**src/rtl/axis_crc_appender.sv**
```systemverilog
`default_nettype none
// ============================================================================
// Module      : axis_crc_appender
// Description : Byte-wide AXI-Stream pass-through that appends a reflected
//               CRC-32 (LSB first) after the last byte of every frame.
// Revision    : 1.0 - initial release
// ============================================================================
module axis_crc_appender #(
    parameter logic [31:0] CRC_POLY   = 32'hEDB88320,
    parameter logic [31:0] CRC_INIT   = 32'hFFFFFFFF,
    parameter logic [31:0] CRC_XOROUT = 32'hFFFFFFFF
) (
    input  logic        CLK_I,
    input  logic        RST_I,
    input  logic [7:0]  S_AXIS_TDATA_I,
    input  logic        S_AXIS_TVALID_I,
    input  logic        S_AXIS_TLAST_I,
    output logic        S_AXIS_TREADY_O,
    output logic [7:0]  M_AXIS_TDATA_O,
    output logic        M_AXIS_TVALID_O,
    output logic        M_AXIS_TLAST_O,
    input  logic        M_AXIS_TREADY_I,
    output logic [15:0] FRAME_CNT_O
);

    typedef enum logic [0:0] {
        PASS   = 1'b0,
        APPEND = 1'b1
    } state_t;

    state_t      r_state_q,     w_state_d;
    logic [1:0]  r_idx_q,       w_idx_d;
    logic [31:0] r_crc_q,       w_crc_d;
    logic [7:0]  r_m_tdata_q,   w_m_tdata_d;
    logic        r_m_tvalid_q,  w_m_tvalid_d;
    logic        r_m_tlast_q,   w_m_tlast_d;
    logic [15:0] r_frame_cnt_q, w_frame_cnt_d;

    logic        w_out_free;
    logic        w_s_tready;
    logic        w_in_xfer;
    logic [31:0] w_crc_out;
    logic [31:0] w_crc_shift;

    function automatic logic [31:0] crc_byte(input logic [31:0] crc_in,
                                             input logic [7:0]  data);
        logic [31:0] c;
        c = crc_in;
        for (int i = 0; i < 8; i++) begin
            c = (c >> 1) ^ ((c[0] ^ data[i]) ? CRC_POLY : 32'h0000_0000);
        end
        return c;
    endfunction

    always_comb begin
        w_out_free  = !r_m_tvalid_q || M_AXIS_TREADY_I;
        w_s_tready  = !RST_I && (r_state_q == PASS) && w_out_free;
        w_in_xfer   = S_AXIS_TVALID_I && w_s_tready;
        w_crc_out   = r_crc_q ^ CRC_XOROUT;
        w_crc_shift = w_crc_out >> {r_idx_q, 3'b000};

        w_state_d     = r_state_q;
        w_idx_d       = r_idx_q;
        w_crc_d       = r_crc_q;
        w_m_tdata_d   = r_m_tdata_q;
        w_m_tvalid_d  = r_m_tvalid_q;
        w_m_tlast_d   = r_m_tlast_q;
        w_frame_cnt_d = r_frame_cnt_q;

        // Retire the current beat first; a load below may refill the slot.
        if (r_m_tvalid_q && M_AXIS_TREADY_I) begin
            w_m_tvalid_d = 1'b0;
            w_m_tlast_d  = 1'b0;
            if (r_m_tlast_q) begin
                w_frame_cnt_d = r_frame_cnt_q + 16'd1;
            end
        end

        case (r_state_q)
            PASS: begin
                if (w_in_xfer) begin
                    w_m_tdata_d  = S_AXIS_TDATA_I;
                    w_m_tvalid_d = 1'b1;
                    w_m_tlast_d  = 1'b0;
                    w_crc_d      = crc_byte(r_crc_q, S_AXIS_TDATA_I);
                    if (S_AXIS_TLAST_I) begin
                        w_state_d = APPEND;
                        w_idx_d   = 2'd0;
                    end
                end
            end
            APPEND: begin
                if (w_out_free) begin
                    w_m_tdata_d  = w_crc_shift[7:0];
                    w_m_tvalid_d = 1'b1;
                    w_m_tlast_d  = (r_idx_q == 2'd3);
                    w_idx_d      = r_idx_q + 2'd1;
                    // The trailer is fully captured in the output stage, so
                    // the CRC can be re-seeded for the next frame right away.
                    if (r_idx_q == 2'd3) begin
                        w_state_d = PASS;
                        w_crc_d   = CRC_INIT;
                    end
                end
            end
            default: begin
                w_state_d = PASS;
            end
        endcase
    end

    always_ff @(posedge CLK_I) begin
        if (RST_I) begin
            r_state_q     <= PASS;
            r_idx_q       <= 2'd0;
            r_crc_q       <= CRC_INIT;
            r_m_tdata_q   <= 8'h00;
            r_m_tvalid_q  <= 1'b0;
            r_m_tlast_q   <= 1'b0;
            r_frame_cnt_q <= 16'h0000;
        end else begin
            r_state_q     <= w_state_d;
            r_idx_q       <= w_idx_d;
            r_crc_q       <= w_crc_d;
            r_m_tdata_q   <= w_m_tdata_d;
            r_m_tvalid_q  <= w_m_tvalid_d;
            r_m_tlast_q   <= w_m_tlast_d;
            r_frame_cnt_q <= w_frame_cnt_d;
        end
    end

    assign S_AXIS_TREADY_O = w_s_tready;
    assign M_AXIS_TDATA_O  = r_m_tdata_q;
    assign M_AXIS_TVALID_O = r_m_tvalid_q;
    assign M_AXIS_TLAST_O  = r_m_tlast_q;
    assign FRAME_CNT_O     = r_frame_cnt_q;

endmodule
`default_nettype wire

```
**config.mk**
```make
export PLATFORM = sky130hd
export DESIGN_NAME = axis_crc_appender
export DESIGN_NICKNAME = d
export VERILOG_FILES = /design/src/rtl/axis_crc_appender.sv
export SDC_FILE = /design/constraint.sdc
export NUM_CORES = 1
export LEC_CHECK = 0
export ABC_AREA = 1
export CORE_MARGIN = 10
export CORE_UTILIZATION = 40
export DETAILED_ROUTE_END_ITERATION = 6
export SETUP_SLACK_MARGIN = 0.05
export SYNTH_ARGS = -nofsm -noshare
export SYNTH_HDL_FRONTEND = slang
export SYNTH_SLANG_ARGS = --single-unit
```
**constraint.sdc**
```tcl
create_clock -name CLK_I -period 2.1 [get_ports CLK_I]
set_input_delay 0.21 -clock CLK_I [delete_from_list [all_inputs] [get_ports CLK_I]]
set_output_delay 0.21 -clock CLK_I [all_outputs]
set_load 0.1 [all_outputs]
```
# After elaboration in Yosys (flattened, before gate mapping)
# Index checks and enable logic that the tools add are counted.
# word_totals
input_bits	13
regBits	61
# op_classes
addsub	2
shift	1
eq_ne	5
reduce_logical	11
bitwise_logic	18
n_mux	32
# ops
operator	n
32-bit 2-to-1 mux	11
31-bit by 32-bit XOR with 32-bit output	8
32-bit one-hot mux with 2 select lines	1
32-bit NOT	1
32-bit by 5-bit >> shifter with 8-bit output	1
16-bit by 1-bit adder with 16-bit output, second input constant	1
8-bit 2-to-1 mux	2
8-bit one-hot mux with 2 select lines	1
1-bit 2-to-1 mux	10
1-bit XOR	8
2-bit 2-to-1 mux	3
1-bit one-hot mux with 2 select lines	3
3-bit AND reduction	2
1-bit logical AND	4
2-bit by 1-bit inequality test with 1-bit output, second input constant	2
2-bit inequality test, second input constant	2
2-bit one-hot mux with 2 select lines	1
2-bit AND reduction	2
2-bit by 1-bit adder with 2-bit output, second input constant	1
2-bit == test, second input constant	1
1-bit zero test	2
1-bit logical OR	1
1-bit NOT	1

# Depth between registers and ports, before layout
# Gate-level depths: netlist of the first run.
# depth
ltp_word	26
depth_mapped	13
depth_no_buf	13

# Worst setup path after synthesis of the first run
# Ideal clock, no wire load.
# synth_timing
path_type	register to register
start	register r_m_tvalid_q (netlist: M_AXIS_TVALID_O)
end	register r_crc_q[23]
t_required_ns	1.981
n_path_buf	1
setup_slack_ns	-0.392
period_less_slack_ns	2.492
setup_ns	0.119
arrival_ns	2.372
stages_incl_launch_ff	9
cell_sequence	dfxtp_1 -> inv_1 -> nor2_2 -> nor3_4 -> nand2_2 -> nand2_4 -> buf_6 -> o21ai_1 -> o21bai_1
# synth_via
elab_chain_len	6
# synth_lines
element	line	source
from (decl)	35	logic r_m_tvalid_q, w_m_tvalid_d;
from (signal assigned)	126	r_m_tvalid_q <= w_m_tvalid_d;
1-bit zero test	56	w_out_free = !r_m_tvalid_q || M_AXIS_TREADY_I;
1-bit logical OR	56	
1-bit logical AND	57	w_s_tready = !RST_I && (r_state_q == PASS) && w_out_free;
net S_AXIS_TREADY_O	18	output logic S_AXIS_TREADY_O,
1-bit logical AND	58	w_in_xfer = S_AXIS_TVALID_I && w_s_tready;
2-bit inequality test (no source line)	n/a	
3-bit AND reduction (no source line)	n/a	
to (signal assigned)	124	r_crc_q <= w_crc_d;
to (decl)	33	logic [31:0] r_crc_q, w_crc_d;
# The timed path passes the listed nets, and every way through them passes these cells.
# A chain may end at the register's enable or synchronous reset.

# Worst setup path in the final report of the first run
# layout_timing
start	input port S_AXIS_TDATA_I[4]
end	register r_crc_q[5]
# layout_via
elab_chain_len	8
# layout_lines
element	line	source
from (decl)	15	input logic [7:0] S_AXIS_TDATA_I,
1-bit XOR	50	c = (c >> 1) ^ ((c[0] ^ data[i]) ? CRC_POLY : 32'h0000_0000);
32-bit 2-to-1 mux	50	
31-bit by 32-bit XOR with 32-bit output (4 in series)	50	
32-bit 2-to-1 mux	81	if (w_in_xfer) begin
32-bit one-hot mux with 2 select lines	79	case (r_state_q)
# Every way passes these cells. The select of a mux whose other input is x is not followed.

==> run_results.csv, run 1 <==
group,metric,value,unit
outcome,outcome,"finished, final reports clean",
die,io_pins,40,
die,rows,36,
timing,tns,0,ps
yosys,synth_ff_type,"dfxtp_1",
yosys,ys_seq_area_share,30.6,%
critical_path,cp_data_required_time,2320,ps
timing,rsz0062_at_grt,"false",
yosys,ys_ff_latch,61,
placement,gp_congestion,0.877,
route,drc_errors,0,
die,die_y,120,um
route,routed_wl,11600,um
timing,hold_violations,0,
die,start_util,41.0,%
placement,place_inst,774,
route,dr.pass1.iters,4,
pwr,p_int,2430,uW
placement,dp.final_hpwl,8720,um
placement,placed_area,4560,um2
critical_path,slowest_stage,"clkdlybuf4s50_1",
pwr,ir_drop,0.516,mV
timing,period_share,79.0,%
cts,htreeDepth,3,
pwr,pwr-share-clk,34.9,%
cts,cts.sinks,61,
cts,clockRootBuffer,"clkbuf_8",
layout,final_cell_mix,"172 x nand2_1, 54 x dfxtp_1, 53 x inv_1",
timing,max_freq,603,MHz
layout,areaGrowthSynthToFinish,20.2,%
die,die-area,14400,um2
timing,slew_headroom,66.2,%
critical_path,cp-start-kind,"primary input",
critical_path,cp.arrival,1880,ps
cts,tritoncts,"built",
global_routing,grt.total_usage,16.5,%
run,maxCapViolCount,0,
cts,clockBufferDepth,2,
global_routing,grt_pass1_vias,3838,
global_routing,antenna_found_initial,0,
die,core,9730,um2
yosys,yosys_warnings,0,
cts,cts_hold_buf,0,
pwr,power_density,783,nW/um2
global_routing,gr-total-overflow,0,
critical_path,criticalPathCategory,"primary input to flop",
timing,tightest_slew,501,ps
die,die_w,120,um
critical_path,crit_fanout,6,
yosys,synth.cell_area,3990,um2
route,vias,3977,
critical_path,crit_top_cell,"nand2_1",
timing,fin_skew,6.93,ps
layout,seq_area,1230,um2
timing,report.final.slew_viol_count,0,
pwr,switching_share,35.3,%
placement,portBuffers,39,
timing,finalCriticalPeriod,1660,ps
yosys,async_reset_ff_share,0,%
pwr,p_sw,1330,uW
route,wl_per_cell,14.6,um
layout,n_antenna_cell,0,
cts,path_clk_slew,70,ps
global_routing,grt_pass1_wl,19300,um
timing,setup_viol,0,
pwr,seqPwrFrac,34.4,%
layout,layout_commonest_cell,"nand2_1",
cts,clock_latency,350,ps
layout,final_cell_count_no_fill,790,
layout,multiInputGateArea,2400,um2
pwr,p_leak,0.00234,uW
yosys,synth.distinct_cells,37,
global_routing,grt_start_max_net_pins,36,
pwr,p_comb_share,30.7,%
critical_path,critPathMaxStageDelay,450,ps
cts,post_cts_buffers,0,
route,via_per_inst,5.03,
cts,cts_buffers,9,
yosys,synthCells,606,
critical_path,cp_cell_sequence,"clkdlybuf4s50_1 -> inv_1 -> nand2_1 -> nand2_1 -> nand2_1 -> nand2_2 -> xor2_1 -> nand3_1 -> o211ai_1 -> nand3_1",
cts,post_cts_resize_count,0,
yosys,synth_edf_count,0,
layout,layout-drive-gt1-share,18.4,%
critical_path,endpoint_kind,"flop",
layout,fin_nets,667,
yosys,synth_nets,621,
route,drt-initial-drc-count,241,
layout,fill_cells,1047,
layout,fin_area,4800,um2
route,final_antenna_net_count,0,
yosys,synth_area_per_cell,6.59,um2
min_path,hold_path.class,"primary input to flop",
-- worst paths after layout --
path / cells after the start / end / slack, ps / start
worst max-delay path: 10 / r_crc_q[5] / 440 / S_AXIS_TDATA_I[4]
worst min-delay path: 3 / r_state_q / 460 / S_AXIS_TLAST_I
worst max register to register: 9 / r_crc_q[5] / 450 / r_crc_q[4]
worst min register to register: 2 / FRAME_CNT_O[4] / 480 / FRAME_CNT_O[4]
-- synth_stat cells, drive strengths merged (5+ instances only) --
cell type	n	area share (%)
buf	10	1.5
a21oi	44	5.6
dfxtp	61	31
o211ai	11	2.1
clkbuf	11	1.0
nand3	54	7.2
xor2	25	5.9
xnor2	8	1.8
nand2	198	21
nand4	5	1.3
o21ai	60	7.5
inv	69	6.6
nor3	7	1.4
nor2	31	3.6
-- layer usage --
metal	vias up	routed length [um]	track usage, %
li1	2059	-	-
met1	1832	5630	22.3
met2	78	5250	25.9
met3	8	594	3.47
met4	0	88	4.37
met5	-	0	0
-- state kept, by name (all words and copies together) (netlist names) --
signal and flops:
r_idx_q 2, M_AXIS_TVALID_O 1, r_state_q 1, FRAME_CNT_O 16, r_crc_q 32, M_AXIS_TLAST_O 1, M_AXIS_TDATA_O 8
-- layout make-up --
cell class	count	share of cell area [%]
timing repair buffer	56	10.2
multi-input combinational	454	50.1
tap	133	3.47
clock inverter	4	1.98
inverter	70	5.58
clock buffer	12	3.03
sequential	61	25.7
-- power by group through the flow --
| stage | Combinational [uW] | Clock, uW | Sequential (uW) |
|---|---|---|---|
| CTS | 1150 | 1340 | 1290 |
| global placement | 1140 | 0 | 1310 |
| floorplan | 741 | 0 | 1440 |
| finish | 1150 | 1310 | 1290 |
| detailed placement | 1150 | 0 | 1320 |
| global route | 1300 | 1380 | 1300 |
-- worst max-delay path, delay by kind of cell --
kind                   cells  cell delay [ps]
AND/OR/NAND/NOR            6              790
AO/OA/AOI/OAI              1              120
buffers and inverters      2              550
XOR/XNOR                   1              210
-- through the flow --
step                utilization [%]  hold slack, ps  total power [uW]  setup slack, ps
floorplan                         -             353              2180             -120
global placement               46.8             460              2450              153
detailed placement             46.8             477              2460             99.0
CTS                            49.3             452              3780              443
global route                   49.3             470              3980              296
finish                         49.3             460              3760              442
-- cell families after synthesis --
| logic type | synth area share [%] |
|---|---|
| simple gates | 35.0 |
| compound gates | 17.0 |
| buf+inv | 9.25 |
| flops | 30.6 |
| xor+xnor | 7.62 |
| fa+ha+maj | 0.627 |
Power figures use the tool's default switching activity.
==> run 2, diff against run 1 <==
- clock period: 2.1 -> 1.47 ns (I/O delays scaled with it)
==> run 2 against run 1 <==
  * The flow now finishes with violations (negative setup slack)
  * Cell count is 8.4% higher
  * Via count is 13% higher
  * Worst setup slack worse by 460 ps
  * Critical path depth is 1 higher
  * Die area stayed put
  * Sequential power is 43% higher
  * Utilization is 15 points higher
  * Clock power is 21% higher
  * Wire length is 17% higher
  * Sequential share of layout area is 4.9 points lower
  * Sequential cell count stayed put
  * Largest cell class unchanged
==> run_results.csv, run 2 (synthesis results as in run 1) <==
group,metric,value,unit
critical_path,worst_r2r_startpoint,"r_crc_q[5]",
critical_path,endpoint_kind,"flop",
timing,tns,-41.8,ps
global_routing,antenna_found_initial,0,
route,final_antenna_net_count,0,
global_routing,grt_pass1_vias,4190,
route,drc_errors,0,
global_routing,gr-total-overflow,0,
route,highest_layer,"met4",
critical_path,ff2ff_path_depth,11,
pwr,power_density,918,nW/um2
critical_path,cp_data_required_time,1700,ps
timing,setup_slack,-18.4,ps
timing,report.final.slew_viol_count,0,
layout,largest_reg_flops,32,
cts,clockBufferDepth,2,
cts,cts.sinks,61,
layout,layout_commonest_cell,"nand2_1",
min_path,hold_path.class,"primary input to flop",
layout,layout-drive-gt1-share,39.0,%
die,die_w,120,um
timing,hold_violations,0,
cts,clockRootBuffer,"clkbuf_8",
global_routing,grt.total_usage,17.3,%
timing,finalCriticalPeriod,1490,ps
cts,tritoncts,"built",
layout,final_cell_mix,"139 x nand2_1, 61 x buf_4, 44 x inv_1",
cts,cts_buffers,9,
timing,max_freq,672,MHz
route,drt-initial-drc-count,389,
timing,slew_headroom,76.4,%
timing,setup_viol,4,
critical_path,timing.reg2reg.setup_slack,-20,ps
layout,areaGrowthSynthToFinish,56.8,%
critical_path,cp-start-kind,"flop",
route,routed_wl,13600,um
timing,fin_skew,8.74,ps
timing,tightest_slew,350,ps
placement,gp_congestion,0.917,
critical_path,worstSetupStartpoint,"r_crc_q[5]",
layout,fin_util,64.3,%
critical_path,criticalPathCategory,"flop to flop",
placement,portBuffers,39,
outcome,violations,"negative setup slack",
placement,pre_cts_ws,-409,ps
layout,n_antenna_cell,0,
route,met3_length,994,um
route,vias,4508,
cts,htreeDepth,3,
route,wl_met1,5450,um
timing,rsz0062_at_grt,"true",
die,rows,36,
global_routing,grt_pass1_wl,20500,um
route,via_per_inst,5.27,
cts,path_clk_slew,80,ps
critical_path,r2r-end,"r_crc_q[3]",
critical_path,crit_fanout,5,
layout,fin_nets,733,
layout,regMostFlops,"r_crc_q",
cts,clock_latency,360,ps
die,start_util,41.0,%
die,die-area,14400,um2
cts,cts_hold_buf,0,
timing,period_share,101,%
pwr,ir_drop,0.614,mV
route,dr.pass1.iters,6,
run,maxCapViolCount,0,
route,wl_per_cell,15.8,um
route,wl_met2,6730,um
critical_path,endpoint,"r_crc_q[3]",
placement,dp.final_hpwl,9110,um
pwr,p_leak,0.00292,uW
pwr,fin_total_pwr,5750,uW
die,io_pins,40,
die,core,9730,um2
outcome,outcome,"complete, but fails checks",
timing,hold_ws,232,ps
critical_path,cp.arrival,1720,ps
die,die_y,120,um
global_routing,grt_start_max_net_pins,26,
[run 2: power by group]
part	total (uW)	switching (uW)	internal (uW)
sequential	1840	110	1730
combinational	2320	1390	930
clock	1590	798	789
[run 2: per-stage QoR]
stage          cell area, um2  instances
2_1_floorplan            4080        606
3_3_place_gp             5330        818
3_5_place_dp             5330        818
4_1_cts                  5700        842
5_1_grt                  6260        856
6_report                 6260        856
[run 2: worst max-delay path: stages, from the launching register on]
cell and delay, ps:
dfxtp_2 370, inv_2 50, nand2_1 90, nand2_4 90, nand2_1 100, nand2_1 70, nand2_1 90, nand2_2 110
inv_1 110, nor2_1 50, o21ai_1 150, nand3_1 90
[run 2: how the worst min path moves through the flow]
stage / from / end / slack (ps) / cells after the start
finish: S_AXIS_TDATA_I[1] / M_AXIS_TDATA_O[1] / 230 / 3
detailed placement: FRAME_CNT_O[11] / FRAME_CNT_O[11] / 500 / 2
floorplan: S_AXIS_TLAST_I / r_state_q / 290 / 2
CTS: S_AXIS_TDATA_I[7] / M_AXIS_TDATA_O[7] / 360 / 3
global placement: r_crc_q[9] / r_crc_q[9] / 490 / 2
global route: S_AXIS_TDATA_I[1] / M_AXIS_TDATA_O[1] / 260 / 3
[run 2: timing repair]
action	in CTS	in global routing
setup endpoints to repair	36	48
resized for setup	39	110
buffers inserted	7	12
pin swaps	17	40
cloned	1	2
[run 2: routing by layer]
metal / GRT usage, % / vias to the layer above
met5: 0 / -
met4: 6.18 / 0
met3: 3.14 / 39
met2: 30.1 / 189
met1: 20.8 / 2090
li1: - / 2190
[run 2: cell type report]
class | count | area [um2]
clock buffers | 9 | 124
clock inverters | 7 | 73.8
fillers | 859 | 3470
inverters | 70 | 284
multi-input cells | 456 | 2900
flip-flops and latches | 61 | 1300
well taps | 133 | 166
repair buffers | 120 | 1410
==> RTL edit 1: new RTL, settings of run 2 <==
`r_m_tdata_q` no longer has a reset.
--- a/src/rtl/axis_crc_appender.sv
+++ b/src/rtl/axis_crc_appender.sv
@@ -116,3 +116,2 @@
             r_crc_q       <= CRC_INIT;
-            r_m_tdata_q   <= 8'h00;
             r_m_tvalid_q  <= 1'b0;
@@ -124,3 +123,2 @@
             r_crc_q       <= w_crc_d;
-            r_m_tdata_q   <= w_m_tdata_d;
             r_m_tvalid_q  <= w_m_tvalid_d;
@@ -129,2 +127,6 @@
         end
+    end
+
+    always_ff @(posedge CLK_I) begin
+        r_m_tdata_q <= w_m_tdata_d;
     end
Formal check against the unedited RTL: differs if RST_I is asserted again (counterexample within 4 cycles, from zero or initial values and one cycle with RST_I high); with RST_I held inactive, the same outputs for 4 cycles.
==> RTL edit 1 against run 2 <==
  * Synthesized area is 4.4% lower
  * The flow still finishes with violations (negative setup slack)
  * Highest routed layer unchanged
  * Worst setup slack worse by 0.016 ns
  * Wire length is 1.8% lower
  * Critical path type unchanged
  * Die area is 3.7% lower
  * Largest power group unchanged
  * Sequential cell count stayed put
  * Power is 2.3% lower
  * Final area is 1.0% higher
==> RTL edit 1: results (changes against run 2) <==
stage;metric;value;unit;change
final_layout;top_register;r_crc_q;;
placed_design;placedCellCount;797;;-2.6%
sta;fin_ws;-0.0342;ns;-0.0158 ns
final_layout;num-fill-cells;755;;-12%
clocking;cts_tree;yes;;
grt;track_usage;17.6;%;+0.28 points
min_path;worstHoldStart;S_AXIS_TDATA_I[2];;
final_layout;largest_reg_flops;32;;unchanged
status;status;finished, violations left;;
clocking;clock_latency;0.35;ns;
routing;drtPass1Iterations;6;;unchanged
yosys;async_flop_share;0;%;unchanged
grt;grt_pass1_wl;20.3;mm;-0.91%
clocking;clock_path_buffers;2;;unchanged
clocking;numCtsBuffers;9;;unchanged
yosys;synth_warnings;0;;unchanged
routing;first_iter_violations;396;;+1.8%
placed_design;place.gp.congestion;0.895;;-2.4%
routing;vias;4392;;-2.6%
clocking;h-tree-depth;3;;unchanged
setup_path;r2r_cells;12;;+1
min_path;hp-class;in2reg;;
power;irDropWorstVdd;0.553;mV;-10%
yosys;syn_nets;595;;-4.2%
yosys;synth-edff-count;8;;+8
setup_path;r2r-end;r_crc_q[8];;
sta;final-setup-viol-count;17;;+13
power;p_leak;3.00;nW;+2.8%
placed_design;place_hpwl;8.61;mm;-5.5%
routing;wl;13.3;mm;-1.8%
min_path;worstHoldEndpoint;M_AXIS_TDATA_O[2];;
final_layout;fin_nets;724;;-1.2%
setup_path;r2r_setup_slack;-0.03;ns;-0.02 ns
grt;grt_max_degree;27;;+3.8%
sta;timing.slew.headroom;74.2;%;-2.2 points
placed_design;dp_slack;-0.516;ns;-0.107 ns
sta;fin_skew;0.0100;ns;+0.00130 ns
setup_path;crit_path_start;r_crc_q[0];;
yosys;ys_top_cells_by_count;nand2_1, inv_1, nand3_1, o21ai_0, dfxtp_1;;
min_path;holdPathStages;3;;unchanged
sta;whs;0.245;ns;+0.0123 ns
grt;antenna_found_initial;0;;unchanged
final_layout;drive_gt1_share;41.0;%;+2.0 points
clocking;clk_pin_slew;0.08;ns;about the same
yosys;syn_inst;580;;-4.3%
routing;routedWlPerCell;15.8;um;-0.25%
yosys;synthTopCellsByArea;dfxtp_1, nand2_1, inv_1, nand3_1, o21ai_0;;
yosys;synth_cell_type_count;36;;-2.7%
setup_path;critPathMaxFanout;6;;+1
setup_path;cp.required;1.70;ns;about the same
status;violations;negative setup slack;;
placed_design;port_buffers;39;;unchanged
final_layout;fin_area;0.00632;mm^2;+1.0%
yosys;yosysSeqAreaShare;34.1;%;+3.5 points
placed_design;dpl_cell_area;0.00522;mm^2;-2.1%
yosys;synth_flop_cell;dfxtp_1;;
grt;grt_pass1_vias;4151;;-0.93%
clocking;cts_root_buf;clkbuf_8;;
final_layout;num_antenna_cells;0;;unchanged
yosys;yosysMostFrequentCell;nand2_1;;
RTL edit 1: changes by cell type in the layout (fill, tap and decap cells not counted), moves of 4 or more:
cell	change
nand2_1	-28
inv_1	+16
buf_4	+13
dfxtp_4	-13
a21oi_1	-8
edfxtp_1	+8
inv_2	-8
a31oi_1	+7
nand2_2	+7
o21ai_1	-7
dfxtp_2	+6
o21ai_2	+4
RTL edit 1: cells by family (layout without fill, tap and decap cells):
| logic type | count (synthesis) | in the layout | share of synthesized area [%] |
|---|---|---|---|
| xor gates and xnor gates | 31 | 31 | 7.31 |
| and+or+nand+nor | 270 | 273 | 30.9 |
| buffers and inverters | 97 | 228 | 9.97 |
| adders and majority gates | 2 | 2 | 0.656 |
| DFF | 61 | 61 | 34.1 |
| AOI/OAI and AO/OA | 119 | 119 | 17.1 |
RTL edit 1: critical path: stages, from the launching register on:
cell and delay [ns]:
dfxtp_2 0.37, inv_4 0.06, nand2_4 0.07, nand2_4 0.08, nand2_4 0.08, nand2_4 0.08
buf_4 0.16, nand2_4 0.07, nand2_4 0.08, nor2_4 0.12, nand2_1 0.05, nand3_1 0.06
nand3_1 0.08
RTL edit 1: layout make-up:
cell class,count,share of cell area [%]
Multi-Input combinational cell,425,43.8
Tap cell,129,2.55
Clock inverter,6,0.693
Clock buffer,10,2.36
Sequential cell,61,21.2
Timing Repair Buffer,136,24.6
Inverter,76,4.79
RTL edit 1: where the power goes:
group | leakage (nW) | switching (mW) | internal [mW]
clock network | 0.0943 | 0.766 | 0.720
logic | 2.39 | 1.32 | 0.929
registers | 0.514 | 0.0941 | 1.79
RTL edit 1: repair_timing:
item	CTS	global route
pin swaps	33	44
resized for setup	97	91
buffers inserted	12	14
cloned	2	4
setup endpoints to repair	40	54
RTL edit 1: per-stage QoR:
stage,TNS [ns],total power [mW]
after floorplan,-19.41,3.03
after global placement,-17.42,3.63
after detailed placement,-19.24,3.66
after CTS,-0.0298,5.34
after global routing,-2.51,5.90
final,-0.213,5.62
RTL edit 1: layer usage:
metal | track usage [%] | up-vias | part of all wire, %
li1 | - | 2148 | -
met1 | 21.2 | 2047 | 42
met2 | 30.2 | 157 | 49
met3 | 4.17 | 40 | 6.6
met4 | 5.26 | 0 | 3.0
met5 | 0 | - | 0
RTL edit 1: worst max path at each step:
stage               slack [ns]               to
floorplan                -0.45      r_crc_q[20]
global placement         -0.48      r_crc_q[28]
detailed placement       -0.52  FRAME_CNT_O[15]
CTS                      -0.03  S_AXIS_TREADY_O
global route             -0.12       r_crc_q[8]
finish                   -0.03       r_crc_q[8]
==> RTL edit 2: new RTL, flow settings as in run 2 <==
Without the edit above. Reset style: asynchronous (`RST_I`), changed in one clocked block.
--- a/src/rtl/axis_crc_appender.sv
+++ b/src/rtl/axis_crc_appender.sv
@@ -111,3 +111,3 @@
 
-    always_ff @(posedge CLK_I) begin
+    always_ff @(posedge CLK_I or posedge RST_I) begin
         if (RST_I) begin
Function: differs if RST_I is asserted again (counterexample within 4 cycles, from zero or initial values and one cycle with RST_I high); with RST_I held inactive, the same outputs for 4 cycles.
==> RTL edit 2 against run 2 <==
  * The run still ends with negative setup slack left
  * Critical path depth decreased by 1
  * Global-route usage is 0.36 points higher
  * Worst setup slack lost 0.17 ns
  * Count of clock-buffer cells in the layout rose by 3
  * Sequential cell count unchanged
  * Final area rose by 4.7%
  * Synthesized area decreased by 1.5%
  * Wire length decreased by 0.19%
  * Critical path type unchanged
  * Critical endpoint is now r_crc_q[26]
  * Largest cell class unchanged
Power is not compared: it rests on default switching activity, and its combinational part moved more than twofold at a synthesized area within 25%.
==> RTL edit 2: results (changes against run 2) <==
stage;metric;value;unit;change
status;status;finished, violations left;;
status;violations;negative setup slack;;
final_layout;final_cell_count_no_fill;791;;-7.6%
yosys;ys_top_cells_by_count;nand2_1, inv_1, nand3_1;;
setup_path;critPathMaxFanout;7;;+2
final_layout;fin_nets;668;;-8.9%
routing;routedWlPerCell;17.1;um;+8.0%
final_layout;num-fill-cells;708;;-18%
sta;final-setup-viol-count;29;;+25
setup_path;reg2reg_from;r_crc_q[0];;
yosys;synth_cell_type_count;32;;-14%
grt;gr-usage-met2;29.3;%;-0.87 points
final_layout;top_register;r_crc_q;;
placed_design;place.gp.congestion;0.954;;+4.0%
grt;grt_pass1_wl;20.3;mm;-0.88%
routing;vias_per_cell;5.16;;-1.9%
placed_design;dp_slack;-0.425;ns;-0.0165 ns
grt;met3_usage;3.45;%;+0.31 points
placed_design;dpl_cell_area;0.00534;mm^2;+0.21%
setup_path;slowest_stage;dfstp_2;;
grt;grt_pass1_vias;4050;;-3.3%
routing;met1Wirelength;5.54;mm;+1.7%
clocking;numCtsBuffers;9;;unchanged
yosys;synthTopCellsByArea;dfstp_2, dfrtp_1, nand2_1, xor2_1, inv_1;;
final_layout;largest_reg_flops;32;;unchanged
sta;setup_tns;-2.62;ns;-2.58 ns
final_layout;num_antenna_cells;0;;unchanged
yosys;async_flop_share;100;%;+100 points
min_path;hp-class;in2reg;;
routing;first_iter_violations;326;;-16%
placed_design;placedCellCount;752;;-8.1%
routing;met3_length;823;um;-17%
grt;grt_max_degree;19;;-27%
setup_path;critical-path-top-delay-family;simple AND/OR/NAND/NOR gates;;
min_path;worstHoldStart;M_AXIS_TREADY_I;;
setup_path;worstPathArrival;1.93;ns;+0.21 ns
power;switching_share;50.4;%;
yosys;syn_inst;524;;-14%
sta;fin_ws;-0.188;ns;-0.169 ns
sta;fin_skew;0.00789;ns;-0.000849 ns
clocking;clock_path_buffers;2;;unchanged
yosys;synth_flop_cell;dfstp_2;;
routing;drtPass1Iterations;5;;-1
routing;dr_wl_met2;6.64;mm;-1.2%
power;p_leak;3.07;nW;
setup_path;crit_path_max_incr_delay;0.58;ns;+0.21 ns
grt;track_usage;17.7;%;+0.36 points
clocking;h-tree-depth;3;;unchanged
grt;use_met1;21.7;%;+0.92 points
yosys;yosysSeqAreaShare;39.9;%;+9.3 points
sta;max_slew.worst_pin.slew;0.385;ns;+0.0352 ns
placed_design;place_hpwl;9.07;mm;-0.42%
power;comb_cell_power;11.2;mW;
yosys;syn_nets;539;;-13%
final_layout;multiInputGateArea;0.00276;mm^2;-4.9%
final_layout;drive_gt1_share;50.2;%;+11 points
## RTL edit 2: cell count changes in the layout (fill, tap and decap cells not counted), sizes merged, moves of 6 or more
| cell | before | now |
|---|---|---|
| a21oi | 44 | 20 |
| buf | 107 | 118 |
| dfrtp | 0 | 29 |
| dfstp | 0 | 32 |
| dfxtp | 61 | 0 |
| nand2 | 200 | 176 |
| nand3 | 54 | 42 |
| nor2 | 31 | 25 |
| o21ai | 60 | 33 |
| o22ai | 0 | 12 |
| xnor2 | 8 | 15 |
| xor2 | 25 | 35 |
## RTL edit 2: final cells by class
| type | count | area share, % |
|---|---|---|
| clock buffer | 12 | 2.37 |
| inverter | 71 | 4.79 |
| timing repair buffer | 130 | 23.3 |
| sequential | 61 | 24.2 |
| tap | 133 | 2.54 |
| multi-input combinational | 380 | 42.1 |
| clock inverter | 4 | 0.725 |
## RTL edit 2: worst paths after layout
check | depth (start not counted) | end | slack [ns]
max | 10 | r_crc_q[26] | -0.19
min | 4 | M_AXIS_TLAST_O | 0.24
max reg2reg | 10 | r_crc_q[26] | -0.19
min reg2reg | 2 | r_crc_q[15] | 0.50
max in group asynchronous | 4 | r_crc_q[26] | 0.67
min in group asynchronous | 3 | r_crc_q[17] | 0.57
## RTL edit 2: what timing repair did
item                       4_1_cts  5_1_grt
pin swaps                       27       42
buffers inserted                11       16
setup endpoints to repair       40       52
resized for setup               80      115
## RTL edit 2: cell families after synthesis
group	synth area share, %
AO/OA/AOI/OAI	10.4
XOR/XNOR	11.3
adder cells (fa/ha/maj)	0.637
buffers and inverters	8.37
flip-flops	39.9
AND/OR/NAND/NOR	29.4
## RTL edit 2: tightest hold or removal path, stage by stage
cell	delay, ns
dlymetal6s2s_1	0.15
nor2_4	0.07
a21oi_1	0.13
a21oi_1	0.05
